==> config.mk <==
export PLATFORM = sky130hd
export DESIGN_NAME = circle_engine
export DESIGN_NICKNAME = d
export VERILOG_FILES = /design/src/rtl/circle_pkg.sv /design/src/rtl/circle_span_walker.sv /design/src/rtl/circle_engine.sv
export SDC_FILE = /design/constraint.sdc
export NUM_CORES = 1
export LEC_CHECK = 0
export ABC_AREA = 1
export CAP_MARGIN = 20
export CORE_MARGIN = 2
export CORE_UTILIZATION = 65
export CTS_BUF_LIST = sky130_fd_sc_hd__clkbuf_8 sky130_fd_sc_hd__clkbuf_16
export DETAILED_ROUTE_END_ITERATION = 10
export PLACE_DENSITY = 0.86
export SLEW_MARGIN = 15
export SYNTH_ARGS = -nofsm -noshare
export SYNTH_HDL_FRONTEND = slang
export SYNTH_HIERARCHICAL = 1
export SYNTH_SLANG_ARGS = --single-unit
==> constraint.sdc <==
create_clock -name clk -period 10.2 [get_ports clk]
set_clock_uncertainty 0.2 [all_clocks]
set_input_delay 2.04 -clock clk [delete_from_list [all_inputs] [get_ports clk]]
set_output_delay 2.04 -clock clk [all_outputs]
set_load 0.03 [all_outputs]
==> src/rtl/circle_pkg.sv <==
// rtl/circle_pkg.sv - shared types, FSM encodings and widths for the circle rasteriser
package circle_pkg;
    localparam int XW_DEF  = 8;
    localparam int YW_DEF  = 7;
    localparam int RW_DEF  = 8;
    localparam int CRW     = ((XW_DEF > YW_DEF) ? XW_DEF : YW_DEF) + 2;
    localparam int DW      = RW_DEF + 2;
    localparam int SCREEN_W_DEF = 160;
    localparam int SCREEN_H_DEF = 120;

    typedef logic [2:0] state_t;
    localparam state_t IDLE   = 3'd0;
    localparam state_t OCT    = 3'd1;
    localparam state_t SPAN   = 3'd2;
    localparam state_t UPDATE = 3'd3;
    localparam state_t DONE   = 3'd4;

    typedef logic [2:0] octant_t;
    typedef logic [1:0] span_sel_t;
    typedef logic signed [CRW-1:0] coord_t;
    typedef logic signed [DW-1:0]  dist_t;
endpackage

==> src/rtl/circle_span_walker.sv <==
// rtl/circle_span_walker.sv - clamps one horizontal span to window and screen, steps x left to right
module circle_span_walker
    import circle_pkg::*;
#(
    parameter int SCREEN_W = SCREEN_W_DEF,
    parameter int SCREEN_H = SCREEN_H_DEF,
    parameter int XW       = XW_DEF
) (
    input  logic                  clk,
    input  logic                  rst_n,
    input  logic                  step,
    input  logic signed [CRW-1:0] row,
    input  logic signed [CRW-1:0] left,
    input  logic signed [CRW-1:0] right,
    input  logic signed [CRW-1:0] win_x0,
    input  logic signed [CRW-1:0] win_x1,
    input  logic signed [CRW-1:0] win_y0,
    input  logic signed [CRW-1:0] win_y1,
    output logic [XW-1:0]         px,
    output logic                  empty,
    output logic                  last
);
    localparam coord_t X_MAX = coord_t'(SCREEN_W - 1);
    localparam coord_t Y_MAX = coord_t'(SCREEN_H - 1);

    coord_t lo, hi, cur, pos;
    logic   active;
    logic   row_ok;

    always_comb begin
        lo = left;
        if (win_x0 > lo) lo = win_x0;
        if (lo < coord_t'(0)) lo = coord_t'(0);
        hi = right;
        if (win_x1 < hi) hi = win_x1;
        if (hi > X_MAX) hi = X_MAX;
        row_ok = (row >= coord_t'(0)) && (row <= Y_MAX) && (row >= win_y0) && (row <= win_y1);
        empty  = !row_ok || (lo > hi);
        pos    = active ? cur : lo;
        last   = (pos >= hi);
        px     = pos[XW-1:0];
    end

    // The first pixel of a span comes straight from lo, so no load cycle is needed.
    always_ff @(posedge clk or negedge rst_n) begin
        if (!rst_n) begin
            cur    <= '0;
            active <= 1'b0;
        end else if (step) begin
            if (last) begin
                active <= 1'b0;
            end else begin
                active <= 1'b1;
                cur    <= pos + coord_t'(1);
            end
        end
    end
endmodule

==> src/rtl/circle_engine.sv <==
// rtl/circle_engine.sv - Bresenham outline/filled circle rasteriser; CIRCLE_DEDUP_EN drops duplicate points/spans
module circle_engine
    import circle_pkg::*;
#(
    parameter int SCREEN_W = SCREEN_W_DEF,
    parameter int SCREEN_H = SCREEN_H_DEF,
    parameter int XW       = XW_DEF,
    parameter int YW       = YW_DEF,
    parameter int RW       = RW_DEF,
    parameter int CW       = 3
) (
    input  logic          clk,
    input  logic          rst_n,
    input  logic          start,
    input  logic          fill,
    input  logic [CW-1:0] colour,
    input  logic [XW-1:0] centre_x,
    input  logic [YW-1:0] centre_y,
    input  logic [RW-1:0] radius,
    input  logic [XW-1:0] clip_x0,
    input  logic [XW-1:0] clip_x1,
    input  logic [YW-1:0] clip_y0,
    input  logic [YW-1:0] clip_y1,
    input  logic          plot_ready,
    output logic          busy,
    output logic          done,
    output logic [XW-1:0] vga_x,
    output logic [YW-1:0] vga_y,
    output logic [CW-1:0] vga_colour,
    output logic          vga_plot
);
    localparam coord_t X_MAX = coord_t'(SCREEN_W - 1);
    localparam coord_t Y_MAX = coord_t'(SCREEN_H - 1);

    state_t        state;
    coord_t        x, y, cx, cy, wx0, wx1, wy0, wy1;
    dist_t         d, d_n;
    logic [CW-1:0] col;
    logic          fill_r;
    octant_t       oct, oct_next;
    span_sel_t     span, span_next;
    logic          oct_last, span_last, oct_inside;
    coord_t        ox, oy, row, left, right, x_n, y_n;
    logic          adv, w_step, w_empty, w_last;
    logic [XW-1:0] w_x;

    assign adv    = !vga_plot || plot_ready;
    assign busy   = (state == OCT) || (state == SPAN) || (state == UPDATE);
    assign done   = (state == DONE);
    assign w_step = adv && (state == SPAN) && !w_empty;

    always_comb begin
        ox = cx + x;
        oy = cy - y;
        case (oct)
            3'd0: begin ox = cx + x; oy = cy + y; end
            3'd1: begin ox = cx + y; oy = cy + x; end
            3'd2: begin ox = cx - y; oy = cy + x; end
            3'd3: begin ox = cx - x; oy = cy + y; end
            3'd4: begin ox = cx - x; oy = cy - y; end
            3'd5: begin ox = cx - y; oy = cy - x; end
            3'd6: begin ox = cx + y; oy = cy - x; end
            default: begin ox = cx + x; oy = cy - y; end
        endcase
        oct_inside = (ox >= coord_t'(0)) && (ox <= X_MAX) && (ox >= wx0) && (ox <= wx1) &&
                     (oy >= coord_t'(0)) && (oy <= Y_MAX) && (oy >= wy0) && (oy <= wy1);

        row   = (span == 2'd0) ? cy + y : (span == 2'd1) ? cy - y : (span == 2'd2) ? cy + x : cy - x;
        left  = span[1] ? cx - y : cx - x;
        right = span[1] ? cx + y : cx + x;

`ifdef CIRCLE_DEDUP_EN
        // Odd octants mirror their even partner whenever y==0 or x==y; r==0 collapses to one point.
        oct_last  = (x == coord_t'(0)) || ((y == coord_t'(0) || x == y) ? (oct == 3'd6) : (oct == 3'd7));
        oct_next  = oct + ((y == coord_t'(0) || x == y) ? octant_t'(2) : octant_t'(1));
        span_next = (span == 2'd0 && y == coord_t'(0)) ? 2'd2 : span + 2'd1;
        span_last = (span == 2'd3) ||
                    ((x == y) && ((span == 2'd1) || (span == 2'd0 && y == coord_t'(0))));
`else
        oct_last  = (oct == 3'd7);
        oct_next  = oct + octant_t'(1);
        span_next = span + 2'd1;
        span_last = (span == 2'd3);
`endif

        y_n = y + coord_t'(1);
        x_n = x;
        d_n = d + dist_t'((y_n <<< 1) + coord_t'(1));
        if (d > dist_t'(0)) begin
            x_n = x - coord_t'(1);
            d_n = d + dist_t'(((y_n - x_n) <<< 1) + coord_t'(1));
        end
    end

    circle_span_walker #(.SCREEN_W(SCREEN_W), .SCREEN_H(SCREEN_H), .XW(XW)) u_walker (
        .clk    (clk),
        .rst_n  (rst_n),
        .step   (w_step),
        .row    (row),
        .left   (left),
        .right  (right),
        .win_x0 (wx0),
        .win_x1 (wx1),
        .win_y0 (wy0),
        .win_y1 (wy1),
        .px     (w_x),
        .empty  (w_empty),
        .last   (w_last)
    );

    // Everything, outputs included, freezes while a plotted pixel waits for plot_ready.
    always_ff @(posedge clk or negedge rst_n) begin
        if (!rst_n) begin
            state      <= IDLE;
            x          <= '0;
            y          <= '0;
            d          <= '0;
            cx         <= '0;
            cy         <= '0;
            wx0        <= '0;
            wx1        <= '0;
            wy0        <= '0;
            wy1        <= '0;
            col        <= '0;
            fill_r     <= 1'b0;
            oct        <= '0;
            span       <= '0;
            vga_x      <= '0;
            vga_y      <= '0;
            vga_colour <= '0;
            vga_plot   <= 1'b0;
        end else if (adv) begin
            vga_plot <= 1'b0;
            case (state)
                IDLE: if (start) begin
                    cx     <= coord_t'(centre_x);
                    cy     <= coord_t'(centre_y);
                    wx0    <= coord_t'(clip_x0);
                    wx1    <= coord_t'(clip_x1);
                    wy0    <= coord_t'(clip_y0);
                    wy1    <= coord_t'(clip_y1);
                    col    <= colour;
                    fill_r <= fill;
                    x      <= coord_t'(radius);
                    y      <= '0;
                    d      <= dist_t'(1) - dist_t'(radius);
                    oct    <= '0;
                    span   <= '0;
                    state  <= fill ? SPAN : OCT;
                end
                OCT: begin
                    vga_plot   <= oct_inside;
                    vga_x      <= ox[XW-1:0];
                    vga_y      <= oy[YW-1:0];
                    vga_colour <= col;
                    if (oct_last) begin
                        oct   <= '0;
                        state <= UPDATE;
                    end else begin
                        oct <= oct_next;
                    end
                end
                SPAN: begin
                    if (!w_empty) begin
                        vga_plot   <= 1'b1;
                        vga_x      <= w_x;
                        vga_y      <= row[YW-1:0];
                        vga_colour <= col;
                    end
                    if (w_empty || w_last) begin
                        if (span_last) begin
                            span  <= '0;
                            state <= UPDATE;
                        end else begin
                            span <= span_next;
                        end
                    end
                end
                UPDATE: begin
                    x     <= x_n;
                    y     <= y_n;
                    d     <= d_n;
                    state <= (y_n <= x_n) ? (fill_r ? SPAN : OCT) : DONE;
                end
                DONE: if (!start) state <= IDLE;
                default: state <= IDLE;
            endcase
        end
    end
endmodule

==> summary.txt, run 1 <==
Run status
  – Result of the run: finished, final reports clean

Layout
  – Area growth syn-to-layout: 10.7%
  – Antenna diode count: 0
  – Share of post-route cells with drive strength above 1: 6.79%
  – Final net count: 2,463
  – Final non-filler cell total: roughly 2,500

Drt
  – Post-detailed-route via-to-cell ratio: 6.09
  – Final WL: 48.5 mm
  – Average wire per standard cell: 19.5 um
  – Post-detailed-route count of antenna-violating nets: 0
  – Number of violations reported at the end of detailed-routing iteration 0: 1,571
  – Drt first pass iters: 8
  – Total DRC errors in the routed layout: 0
  – Via total after detailed routing: 15,200

Floorplan
  – Area of the placeable core: approximately 22,000 um^2
  – Rows: 54
  – Die X-Extent: 153 um
  – Die H: between 150 and 200 um
  – Overall die area: 23,300 um^2
  – Starting Density: 66.1%
  – I/O pins: 82

CTS
  – Setup bufs post-CTS: 0
  – Buffer levels on the longest clock path: 2
  – Maximum level of the CTS H-tree: 4
  – Clock buffer count from CTS: 17
  – Hold-fix buffer count after cts: 0
  – Total clock sinks: 117
  – Insertion delay to the later sink of the worst-skew pair: 0.44 ns
  – Clock tree root driver cell: sky130_fd_sc_hd__clkbuf_16
  – CTS tree: done
  – Post-cts gate resize count: 0
  – Clock-pin slew reported for the worst setup and hold paths after clock tree synthesis: 0.06 ns

Setup path
  – Required @ worst endpoint: 10.33 ns
  – Worst reg2reg path startpoint: x[7]$_DFFE_PN0P_
  – Element type at the critical path start: flop
  – End of the worst register-to-register path: u_walker/cur[9]$_DFFE_PN0P_
  – End point of the critical path: u_walker/cur[9]$_DFFE_PN0P_
  – Critical Path Most Common Cell: sky130_fd_sc_hd__nand2_1
  – Count of cells along the worst register-to-register path: 38
  – Worst-path cell with the longest stage delay: sky130_fd_sc_hd__dfrtp_1
  – Register-to-Register Setup Slack: 2.49 ns
  – Slowest cell delay on critical path: 0.58 ns
  – CP Capture Type: flop
  – Arr. time, crit path: roughly 7.8 ns
  – Start point of the critical path: x[7]$_DFFE_PN0P_
  – Critical setup path kind: reg -> reg
  – Maximum net fanout on the critical path: 17

Timing
  – Slew margin rel.: between 20% and 30%
  – Number of hold violations in the final report: 0
  – Final critical delay including setup and external delays: 7.71 ns
  – Post-route fraction of the period consumed by the critical path: 75.6%
  – Timing-limited maximum frequency: 0.130 GHz
  – Slew of the pin with the lowest slew margin: about 1.1 ns
  – Sum of negative setup slack: 0 ns
  – Final Slew Violations: 0
  – Final setup fails: 0
  – RSZ-0062 raised after global routing: no

Yosys
  – Sequential area share after synthesis: 20.3%
  – Basic-gate share of the synthesized area counting and, or, nand and nor cells: 32.3%
  – Most instantiated library cell after synthesis: sky130_fd_sc_hd__nand2_1
  – Main combinational cell family by area after synthesis: simple AND/OR/NAND/NOR gates
  – Fraction of the mapped netlist area in adder cells: 18.4%
  – Most numerous cell types in the synthesized netlist: sky130_fd_sc_hd__nand2_1 (570), sky130_fd_sc_hd__inv_1 (291), sky130_fd_sc_hd__ha_1 (194), sky130_fd_sc_hd__nand3_1 (183), sky130_fd_sc_hd__o21ai_0 (137)
  – Syn. warnings: 6
  – Library cell with the largest summed area after synthesis: sky130_fd_sc_hd__dfrtp_1
  – Number of flops mapped to enable cells by yosys: 0
  – Distinct cell type count after synthesis: 71
  – Share of Yosys cell area claimed by the top area cell type: between 20 and 25%
  – Biggest area contributors in the synthesized netlist: sky130_fd_sc_hd__dfrtp_1 (20%), sky130_fd_sc_hd__ha_1 (17%), sky130_fd_sc_hd__nand2_1 (15%), sky130_fd_sc_hd__inv_1 (7.6%), sky130_fd_sc_hd__nand3_1 (6.4%)
  – Most instantiated flip-flop cell in the synthesis netlist: sky130_fd_sc_hd__dfrtp_1
  – Cells after synthesis: 2,137
  – Post-Synthesis Mean Instance Area: 6.73 um^2
  – Summed instance area of the synthesized netlist: 14,400 um^2
  – Total of flip-flops plus latches after synthesis: 117
  – Area fraction in compound gates after synthesis: 14.8%
  – Share of synthesized area spent on multiplexers: 0%
  – FFs w/ async S/R, synth: 100%
  – Xor and xnor area share after synthesis: 3.40%

Worst hold path
  – Worst min-delay path category: reg -> reg

Run
  – Max-cap violations: 0

GRT
  – Total Routing Usage GR: 41.5%
  – Initial antenna violation count: 0
  – Largest net degree at the start of global routing: 82
  – Via count of the first global-routing pass: 14,800
  – Residual overflow from global routing: 0
  – Global-route wire length before repair: 77.6 mm

Place
  – # placed instances: about 2,500
  – Count of input and output buffers: 81
  – Global placement routability congestion: about 1.1
  – HPWL reported at the end of detailed placement: 37.6 mm
[how the worst min path moves through the flow]
stage	startpoint	to	slack, ns	cells past startpoint
after floorplan	col[0]$_DFFE_PN0P_	vga_colour[0]$_DFFE_PN0P_	0.24	2
after global placement	col[0]$_DFFE_PN0P_	vga_colour[0]$_DFFE_PN0P_	0.25	2
after detailed placement	col[1]$_DFFE_PN0P_	col[1]$_DFFE_PN0P_	0.27	2
after CTS	col[1]$_DFFE_PN0P_	vga_colour[1]$_DFFE_PN0P_	0.28	2
after global routing	col[0]$_DFFE_PN0P_	col[0]$_DFFE_PN0P_	0.31	2
final	col[1]$_DFFE_PN0P_	vga_colour[1]$_DFFE_PN0P_	0.27	2
[worst max-delay path: cells and delay by family (launching register included)]
kind                       cells  cell delay, ns
and+or+nand+nor               16            2.41
AOI/OAI and AO/OA             12            1.92
adders and majority gates      3            1.06
xor gates and xnor gates       1            0.28
buffers and inverters          6            1.14
DFF                            1            0.58
[per-layer routing]
| layer | GRT usage, % | share of wire (%) | up-vias |
|---|---|---|---|
| met3 | 7.08 | 9.1 | 192 |
| met1 | 53.5 | 40 | 6997 |
| met5 | 0 | 0 | - |
| met2 | 67.6 | 45 | 832 |
| met4 | 20.7 | 5.5 | 0 |
| li1 | - | - | 7155 |
[metrics by stage]
step	hold WS (ns)	worst slack (ns)	util, %	area, um^2
after floorplan	0.242	4.62	-	14400
after global placement	0.251	3.07	70.3	15300
after detailed placement	0.265	2.85	70.3	15300
after CTS	0.278	2.74	73.2	15900
after global routing	0.312	1.86	73.2	15900
final	0.275	2.49	73.2	15900
[cell usage in the layout, fill, tap and decap left out, types with 6 or more instances in the layout]
master and count:
sky130_fd_sc_hd__a31oi_1 11, sky130_fd_sc_hd__ha_1 194, sky130_fd_sc_hd__o21a_1 7, sky130_fd_sc_hd__nand2_2 10, sky130_fd_sc_hd__nand3_1 183, sky130_fd_sc_hd__nand2_4 8, sky130_fd_sc_hd__o21ai_0 137, sky130_fd_sc_hd__xnor2_1 12
sky130_fd_sc_hd__nand2_1 570, sky130_fd_sc_hd__nor3_1 13, sky130_fd_sc_hd__o2111ai_1 7, sky130_fd_sc_hd__nor2_2 14, sky130_fd_sc_hd__inv_1 293, sky130_fd_sc_hd__o22ai_1 13, sky130_fd_sc_hd__nor2_1 113, sky130_fd_sc_hd__or2_2 6
sky130_fd_sc_hd__inv_2 26, sky130_fd_sc_hd__fa_1 11, sky130_fd_sc_hd__dfrtp_1 117, sky130_fd_sc_hd__clkdlybuf4s50_1 80, sky130_fd_sc_hd__conb_1 14, sky130_fd_sc_hd__o211ai_1 8, sky130_fd_sc_hd__nand3_2 12, sky130_fd_sc_hd__nand4_1 48
sky130_fd_sc_hd__a21oi_1 121, sky130_fd_sc_hd__o21bai_1 7, sky130_fd_sc_hd__nor2_4 6, sky130_fd_sc_hd__o21ai_1 12, sky130_fd_sc_hd__o221ai_1 11, sky130_fd_sc_hd__clkbuf_16 17, sky130_fd_sc_hd__xor2_1 42
[kinds of logic (layout without fill, tap and decap cells)]
group | after synthesis | in the layout
AND/OR/NAND/NOR | 1013 | 1013
buffers and inverters | 379 | 439
AO/OA/AOI/OAI | 367 | 367
adder cells (fa/ha/maj) | 205 | 205
flip-flops | 117 | 117
XOR/XNOR | 55 | 55
other | 1 | 14
[area by class of cell]
cell class              instances  area, um^2
fillers                      1816        5820
flip-flops and latches        117        2930
well taps                     280         350
clock buffers                  19         453
clock inverters                13         181
multi-input cells            1654        9970
inverters                     322        1210
repair buffers                 85         838
[sequential cells by signal, summed over array words and instances, names as in the netlist, 2 cells and up]
register	count
x	10
vga_y	7
wy1	7
d	10
cx	8
span	2
col	3
vga_x	8
y	10
cy	7
state	3
u_walker/cur	10
wy0	7
vga_colour	3
oct	3
wx1	8
wx0	8
Power of run 1 is not shown: default switching activity piles up to over one toggle a cycle in this logic, so the estimate is an artifact.
==> run 2: changes to the inputs <==
--- a/config.mk
+++ b/config.mk
@@ -8,10 +8,10 @@
 export ABC_AREA = 1
 export CAP_MARGIN = 20
 export CORE_MARGIN = 2
-export CORE_UTILIZATION = 65
+export CORE_UTILIZATION = 56
 export CTS_BUF_LIST = sky130_fd_sc_hd__clkbuf_8 sky130_fd_sc_hd__clkbuf_16
 export DETAILED_ROUTE_END_ITERATION = 10
-export PLACE_DENSITY = 0.86
+export PLACE_DENSITY = 0.79
 export SLEW_MARGIN = 15
 export SYNTH_ARGS = -nofsm -noshare
 export SYNTH_HDL_FRONTEND = slang
==> constraint.sdc (replaced) <==
create_clock -name clk -period 6.6 [get_ports clk]
set_clock_uncertainty 0.2 [all_clocks]
set_input_delay 1.32 -clock clk [delete_from_list [all_inputs] [get_ports clk]]
set_output_delay 1.32 -clock clk [all_outputs]
set_load 0.03 [all_outputs]
==> summary.txt, run 2 (synthesis results as in run 1) <==
CTS
  – CTS tree: done
  – Hold-fix buffer count after cts: 0
  – Buffer levels on the longest clock path: 2
  – Clock tree root driver cell: sky130_fd_sc_hd__clkbuf_16
  – Clock buffer count from CTS: 17
  – Total clock sinks: 117
  – Insertion delay to the later sink of the worst-skew pair: 0.43 ns
  – Clock-pin slew reported for the worst setup and hold paths after clock tree synthesis: 0.06 ns
  – Maximum level of the CTS H-tree: 4

Setup path
  – Slowest cell delay on critical path: 0.43 ns
  – Count of cells along the worst register-to-register path: 40
  – Required @ worst endpoint: 6.72 ns
  – Maximum net fanout on the critical path: 14
  – Critical setup path kind: reg -> reg
  – CP Capture Type: flop
  – Element type at the critical path start: flop
  – End of the worst register-to-register path: u_walker/cur[9]$_DFFE_PN0P_
  – Worst-path cell with the longest stage delay: sky130_fd_sc_hd__dfrtp_2
  – Worst reg2reg path startpoint: x[6]$_DFFE_PN0P_
  – Arr. time, crit path: 6.37 ns
  – Register-to-Register Setup Slack: 0.35 ns
  – Critical Path Most Common Cell: sky130_fd_sc_hd__nand2_1

Floorplan
  – Rows: 58
  – Die H: 164 um
  – Starting Density: 57.1%
  – Die X-Extent: 164 um
  – I/O pins: 82
  – Area of the placeable core: 25,200 um^2
  – Overall die area: 27,000 um^2

Timing
  – Final setup fails: 0
  – Timing-limited maximum frequency: 0.160 GHz
  – Final critical delay including setup and external delays: 6.25 ns
  – Slew margin rel.: 26.2%
  – Final Slew Violations: 0
  – Slew of the pin with the lowest slew margin: 1.09 ns
  – WHS: roughly 0.27 ns
  – Number of hold violations in the final report: 0
  – Post-route fraction of the period consumed by the critical path: 94.6%

Drt
  – Drt first pass iters: 8
  – Via total after detailed routing: about 15,000
  – Number of violations reported at the end of detailed-routing iteration 0: 1,578
  – Post-detailed-route via-to-cell ratio: 5.87
  – Post-detailed-route count of antenna-violating nets: 0
  – Average wire per standard cell: between 15 and 20 um
  – Final WL: between 40 and 50 mm
  – Total DRC errors in the routed layout: 0

Worst hold path
  – End point of the most critical hold path: vga_colour[0]$_DFFE_PN0P_
  – Worst min-delay path category: reg -> reg
  – Min-delay src: col[0]$_DFFE_PN0P_
  – Cell depth of the worst min-delay path: 2

Run status
  – Result of the run: finished, final reports clean

GRT
  – Global-route wire length before repair: 75.9 mm
  – Initial antenna violation count: 1
  – Largest net degree at the start of global routing: 81
  – Residual overflow from global routing: 0
  – Total Routing Usage GR: 36.7%
  – Via count of the first global-routing pass: 14,100

Place
  – Global placement routability congestion: 0.981
  – Count of input and output buffers: 81
  – HPWL reported at the end of detailed placement: 38.7 mm
  – # placed instances: 2,534

Layout
  – Commonest non-fill, non-tap cell in the layout: sky130_fd_sc_hd__nand2_1
  – Final non-filler cell total: 2,575
  – Area growth syn-to-layout: 14.2%
  – Final net count: roughly 2,500
  – Top library cells by usage in the layout, fill and taps aside: sky130_fd_sc_hd__nand2_1 (567), sky130_fd_sc_hd__inv_1 (287), sky130_fd_sc_hd__nand3_1 (183)
  – Share of post-route cells with drive strength above 1: 9.80%

Run
  – Max-cap violations: 0
[run 2: cell count changes in the layout (fill, tap and decap cells not counted), moves of 4 or more]
cell	before	now
sky130_fd_sc_hd__ha_4	0	7
sky130_fd_sc_hd__o21ai_0	137	133
sky130_fd_sc_hd__dfrtp_1	117	110
sky130_fd_sc_hd__ha_2	0	6
sky130_fd_sc_hd__buf_4	5	37
sky130_fd_sc_hd__ha_1	194	181
sky130_fd_sc_hd__dfrtp_2	0	7
sky130_fd_sc_hd__inv_1	293	287
sky130_fd_sc_hd__o21ai_1	12	16
[run 2: routing by layer]
metal	GRT usage (%)	vias to the layer above	wire, um
met4	15.7	0	2150
met1	48.2	6997	20200
li1	-	7244	-
met5	0	-	0
met3	6.67	142	4420
met2	58.9	729	22300
[run 2: timing repair]
item	in CTS	in global routing
cloned	0	0
setup endpoints to repair	1	35
buffers inserted	0	8
gates resized for setup	1	52
endpoints found under the hold margin	0	0
pin swaps	0	7
[run 2: cell type report]
| class | count | area (um^2) |
|---|---|---|
| flip-flops and latches | 117 | 2940 |
| diodes | 1 | 2.50 |
| clock buffers | 18 | 439 |
| clock inverters | 14 | 186 |
| multi-input cells | 1654 | 10100 |
| fillers | 2296 | 8750 |
| inverters | 322 | 1220 |
| well taps | 330 | 413 |
| repair buffers | 119 | 1110 |
[run 2: worst max-delay path by stage]
| stage | startpoint | endpoint | slack [ns] | cells past startpoint |
|---|---|---|---|---|
| detailed placement | x[6]$_DFFE_PN0P_ | u_walker/cur[9]$_DFFE_PN0P_ | -0.004 | 39 |
| finish | x[6]$_DFFE_PN0P_ | u_walker/cur[9]$_DFFE_PN0P_ | 0.35 | 40 |
| floorplan | x[7]$_DFFE_PN0P_ | u_walker/cur[9]$_DFFE_PN0P_ | 1.02 | 38 |
| global placement | x[6]$_DFFE_PN0P_ | state[2]$_DFFE_PN0P_ | 0.14 | 39 |
| global route | x[6]$_DFFE_PN0P_ | u_walker/cur[4]$_DFFE_PN0P_ | -0.11 | 40 |
| CTS | x[6]$_DFFE_PN0P_ | u_walker/cur[9]$_DFFE_PN0P_ | 0.02 | 39 |
[run 2: metrics by stage]
stage | setup TNS, ns | cell area, um^2 | util [%] | setup WS (ns)
finish | 0 | 16400 | 65.2 | 0.355
CTS | 0 | 16200 | 64.3 | 0.0239
detailed placement | -0.00414 | 15600 | 61.8 | -0.00414
floorplan | 0 | 14400 | - | 1.02
global route | -0.894 | 16400 | 65.2 | -0.109
global placement | 0 | 15600 | 61.8 | 0.140
[run 2: worst max-delay path, delay by kind of cell, from the launching register on]
family | cells | cell delay (ns)
buf+inv | 8 | 0.86
fa+ha+maj | 3 | 0.94
simple gates | 16 | 1.73
compound gates | 12 | 1.82
xor+xnor | 1 | 0.17
flops | 1 | 0.43
Power of run 2 is left out for the same reason.
